[config.mk]
export PLATFORM = sky130hd
export DESIGN_NAME = ysyx_23060208_ifu_fetch
export DESIGN_NICKNAME = d
export VERILOG_FILES = /design/src/rtl/ysyx_23060208_ifu_fetch.sv
export SDC_FILE = /design/constraint.sdc
export NUM_CORES = 1
export LEC_CHECK = 0
export ABC_AREA = 1
export BUFFER_PORTS_ARGS = -buffer_cell sky130_fd_sc_hd__buf_4
export CAP_MARGIN = 10
export CORE_ASPECT_RATIO = 0.8
export CORE_MARGIN = 2
export CORE_UTILIZATION = 46
export CTS_CLUSTER_DIAMETER = 40
export DETAILED_ROUTE_END_ITERATION = 7
export PLACE_DENSITY = 0.89
export SETUP_SLACK_MARGIN = 0.15
export SLEW_MARGIN = 20
export SYNTH_ARGS = -nofsm -noshare
export SYNTH_HDL_FRONTEND = slang
export SYNTH_SLANG_ARGS = --single-unit
[constraint.sdc]
create_clock -name clock -period 2 [get_ports clock]
set_input_delay 0.2 -clock clock [delete_from_list [all_inputs] [get_ports clock]]
set_output_delay 0.2 -clock clock [all_outputs]
set_load 0.01 [all_outputs]
[src/rtl/ysyx_23060208_ifu_fetch.sv]
// Instruction fetch unit: captures the PC on a fetch request, reads one word over AXI4-Lite
// and hands {pc, inst} to decode. Optional macro IFU_ACCESS_FAULT_EN reports rresp errors.
module ysyx_23060208_ifu_fetch #(
    parameter int unsigned DATA_WIDTH = 32
) (
    input  logic                  clock,
    input  logic                  reset,
    input  logic                  fetch_req,
    input  logic [DATA_WIDTH-1:0] pc,
    output logic                  busy,
    output logic [DATA_WIDTH-1:0] araddr,
    output logic                  arvalid,
    input  logic                  arready,
    input  logic [DATA_WIDTH-1:0] rdata,
    input  logic [1:0]            rresp,
    input  logic                  rvalid,
    output logic                  rready,
    output logic                  out_valid,
    input  logic                  out_ready,
    output logic [DATA_WIDTH-1:0] out_pc,
    output logic [DATA_WIDTH-1:0] out_inst,
    output logic                  fetch_err
);

    typedef enum logic [1:0] {
        StIdle,
        StAr,
        StR,
        StOut
    } state_e;

    state_e state_q;

    logic [DATA_WIDTH-1:0] aligned_pc;
    assign aligned_pc = {pc[DATA_WIDTH-1:2], 2'b00};

    // Low pc bits are dropped by word alignment.
    logic unused_pc_lo;
    assign unused_pc_lo = ^pc[1:0];

`ifdef IFU_ACCESS_FAULT_EN
    logic err_q;
    assign fetch_err = err_q;
`else
    logic unused_rresp;
    assign unused_rresp = ^rresp;
    assign fetch_err    = 1'b0;
`endif

    always_ff @(posedge clock) begin
        if (reset) begin
            state_q   <= StIdle;
            busy      <= 1'b0;
            araddr    <= '0;
            arvalid   <= 1'b0;
            rready    <= 1'b0;
            out_valid <= 1'b0;
            out_pc    <= '0;
            out_inst  <= '0;
`ifdef IFU_ACCESS_FAULT_EN
            err_q     <= 1'b0;
`endif
        end else begin
            unique case (state_q)
                StIdle: begin
                    if (fetch_req) begin
                        araddr  <= aligned_pc;
                        out_pc  <= aligned_pc;
                        arvalid <= 1'b1;
                        busy    <= 1'b1;
                        state_q <= StAr;
                    end
                end
                StAr: begin
                    if (arready) begin
                        arvalid <= 1'b0;
                        rready  <= 1'b1;
                        state_q <= StR;
                    end
                end
                StR: begin
                    if (rvalid) begin
                        out_inst  <= rdata;
                        rready    <= 1'b0;
                        out_valid <= 1'b1;
`ifdef IFU_ACCESS_FAULT_EN
                        err_q     <= (rresp != 2'b00);
`endif
                        state_q   <= StOut;
                    end
                end
                StOut: begin
                    // A fetch_req arriving here is dropped; the owner waits for busy=0.
                    if (out_ready) begin
                        out_valid <= 1'b0;
                        busy      <= 1'b0;
`ifdef IFU_ACCESS_FAULT_EN
                        err_q     <= 1'b0;
`endif
                        state_q   <= StIdle;
                    end
                end
                default: state_q <= StIdle;
            endcase
        end
    end

endmodule
==> results.md <==
* Status: completed
* Slowest CP cell: inv_2
* Logic pwr share at 38.1%
* GR peak layer: met2
* Top Ports at 173
* Max-slew headroom at 59.96%
* P_sw at 1.754 mW
* GRT Residual Overflow at 0
* Clock Skews at 0.009460 ns
* CTS H-tree lvls at 3
* Post-synth top area cell: dfxtp_1
* Worst Hold Depth at 3
* CP Cell Sequence: inv_1 -> ha_1 -> nand2_2 -> inv_2 -> a21oi_1 -> nor2_1
* Synth-to-layout area growth at 43.73%
* Switching share of power at 33.82%
* Core Area at 5912 sq um
* Post_cts resized at 0
* Ys Warns at 0
* Area share of the largest cell type after synthesis at 48.40%
* Clk pwr share at 24.6%
* Met3 Resource Use GR at 8.207%
* Antenna violations before repair at 0
* Worst r2r path cells at 6
* Vias in the first global route at 2349
* DR DRC count at 0
* CP arrival at 1.81 ns
* Peak supply drop at 823.5 uV
* Critical path required time at 2.27 ns
* Initial DRT Pass Iterations at 4
* CP bufs+invs at 2
* RR Startpoint: state_q[0]$_SDFFE_PP0P_
* Largest net degree at the start of global routing at 44
* CP peak stage delay at 0.42 ns
* Slew Viols, Final at 0
* Hold Buf Count CTS at 0
* Adder-Cell Fraction of Synth Area at 2.669%
* Worst slew pin tran at 0.5997 ns
* N_diodes at 0
* Number of vias per cell at 4.602
* CTS buffer count at 9
* Die Wd at 91.43 um
* CTS clk-pin slew, worst paths at 0.07 ns
* Simple-Gate Fraction of Synth Area at 21.66%
* Lkg Pwr at 1.973 nW
* Cell Count, Final, Fillers Out at 580
* Fmax at 646.3 MHz
* Crit. End Element: flip-flop
* Syn Area/Cell at 7.664 sq um
* RSZ-0062 raised after global routing: no
* Sequential area share after synthesis at 48.40%
* Complex-gate fraction of the synthesized area at 11.92%
* Kind of critical path: flip-flop to flip-flop
* CP startpoint kind: flip-flop
* Utilization after layout at 68.38%
* Layout cells sized above 1 at 37.68%
* Final setup viols at 0
* Worst R2R Setup Slack at 0.45 ns
* Buffers on Ports at 163
* Syn Std Cell Area at 2813 sq um
* Num rows at 25
* #FFs+latches synth at 68
* Final Critical Period at 1.547 ns
* Setup repair bufs after CTS at 0
* Iteration-0 DRC Markers at 57
* Worst Hold End: out_inst[28]$_SDFFE_PP0P_
* Synth unique cells at 20
* Hold Crit Class: input pin to flip-flop
* Final Cycle Share at 77.36%
* Met1 layer usage reported by global route at 21.56%
* GRT met2 Usage at 37.34%
* Later-pin clock latency in the skew report at 0.34 ns
* Die ar. at 6760 sq um
* Initial Utilization at 47.58%
* GPL Wtd Cong at 0.8733
* Die height at 73.94 um
* Nets@finish at 572
* Cell-internal power at 3.434 mW
* DP Cell Count at 564
* Post-Synth XOR/XNOR Area at 0%
* CTS tree: built
* Clock Sinks at 68
* Pwr per Cell Area at 1283 nW/um^2
* Global-route wire length before repair at 10650 um
* Hold path start: rdata[28]
* GRT Overall Usage at 19.92%
* Clock Tree Buf Depth at 2
* Largest family of logic cells by synthesized area: simple AND/OR/NAND/NOR gates
* CP top delay family: buffers and inverters
* Max FO, Critical Path at 31
* Gate count of the mapped netlist at 367
* Top cells by area, synth: dfxtp_1 (48%), nor2_1 (18%), buf_4 (11%), o21ai_0 (10%), ha_1 (2.7%)
* Clock Root Buffer: clkbuf_8
* Multiplexer area fraction after synthesis at 0%
* Hold Vio Cnt, Final at 0
* DR WL/cell at 12.04 um
* WL final at 6983 um
* Setup TNS at 0 ns
* Max-cap viol count at 0
* Sequential group share of total power at 37.4%
* Detailed placement HPWL at 5201 um
* R2r endpoint: busy$_SDFFE_PP0P_
* Antenna Nets Post-Route at 0
* DR vias at 2669
[cells in the final DEF (no fill, tap or decap), types with 2 or more instances in the layout]
cell type | synthesis | layout
o21ai_0 | 57 | 57
nand2_2 | 2 | 2
conb_1 | 1 | 5
ha_1 | 6 | 6
dfxtp_1 | 68 | 68
o21ai_1 | 7 | 7
inv_1 | 9 | 9
nand2_1 | 15 | 15
inv_2 | 2 | 2
nand3_1 | 3 | 3
a21oi_1 | 3 | 3
clkinvlp_4 | 0 | 2
bufinv_16 | 0 | 2
clkbuf_8 | 0 | 11
buf_4 | 41 | 165
nor2_1 | 137 | 137
[layout make-up]
class                   instances  area (sq um)
multi-input cells             237          1039
flip-flops and latches         68          1361
fillers                       521          1869
clock buffers                  11         151.4
repair buffers                166          1259
well taps                      81         101.3
inverters                      12         47.55
clock inverters                 5         83.83
[worst reg2reg max path, cell delays in order, from the launching register on]
cell and delay (ns):
dfxtp_1 0.36, inv_1 0.12, ha_1 0.25, nand2_2 0.09, inv_2 0.42, a21oi_1 0.13
nor2_1 0.12
[state kept, by name, indices dropped and copies added (netlist names)]
name,cells
out_valid,1
state_q,2
busy,1
out_pc,30
rready,1
arvalid,1
out_inst,32
[cells in the mapped netlist]
| library cell | count |
|---|---|
| inv_1 | 9 |
| nand2_2 | 2 |
| dfxtp_1 | 68 |
| nor2_1 | 137 |
| nand2_1 | 15 |
| buf_2 | 1 |
| nor3_1 | 1 |
| clkbuf_1 | 4 |
| nand3_1 | 3 |
| ha_1 | 6 |
| inv_2 | 2 |
| buf_4 | 41 |
| conb_1 | 1 |
| nor2_2 | 1 |
| clkbuf_2 | 6 |
| inv_4 | 1 |
| o21ai_0 | 57 |
| o21ai_1 | 7 |
| a21oi_1 | 3 |
| buf_6 | 2 |
[power by group through the flow]
stage / registers [mW] / logic [mW] / clock network (mW)
2_1_floorplan: 2.09 / 1.10 / 0
3_3_place_gp: 1.94 / 1.93 / 0
3_5_place_dp: 1.97 / 1.99 / 0
4_1_cts: 1.94 / 2.00 / 1.31
5_1_grt: 1.98 / 2.18 / 1.38
6_report: 1.94 / 1.97 / 1.28
[per-stage QoR]
| step | area [sq um] | hold slack, ns | power [mW] | setup slack, ns |
|---|---|---|---|---|
| finish | 4043 | 0.09705 | 5.188 | 0.4528 |
| global route | 4043 | 0.09586 | 5.537 | 0.2962 |
| CTS | 4043 | 0.08185 | 5.247 | 0.4491 |
| detailed placement | 3807 | 0.4455 | 3.965 | 0.4554 |
| global placement | 3807 | 0.4377 | 3.879 | 0.5502 |
| floorplan | 2828 | 0.3479 | 3.189 | 0.7584 |
[kinds of logic after synthesis]
group	after synthesis
AO/OA/AOI/OAI	67
buffers and inverters	66
other	1
adder cells (fa/ha/maj)	6
AND/OR/NAND/NOR	159
flip-flops	68
[worst max path at each step]
stage / cells after the start / slack [ns] / start / to
2_1_floorplan: 7 / 0.76 / state_q[0]$_SDFFE_PP0P_ / out_inst[1]$_SDFFE_PP0P_
3_3_place_gp: 6 / 0.55 / state_q[0]$_SDFFE_PP0P_ / out_inst[16]$_SDFFE_PP0P_
3_5_place_dp: 6 / 0.46 / state_q[0]$_SDFFE_PP0P_ / out_inst[19]$_SDFFE_PP0P_
4_1_cts: 6 / 0.45 / state_q[0]$_SDFFE_PP0P_ / out_inst[19]$_SDFFE_PP0P_
5_1_grt: 6 / 0.30 / state_q[0]$_SDFFE_PP0P_ / out_inst[26]$_SDFFE_PP0P_
6_report: 6 / 0.45 / state_q[0]$_SDFFE_PP0P_ / busy$_SDFFE_PP0P_
[per-layer routing]
layer  vias up  wire length [um]
li1       1365                 -
met1      1195              2772
met2       105              3611
met3         4               561
met4         0                38
met5         -                 0
No activity file was read; power rests on OpenSTA's default activity.
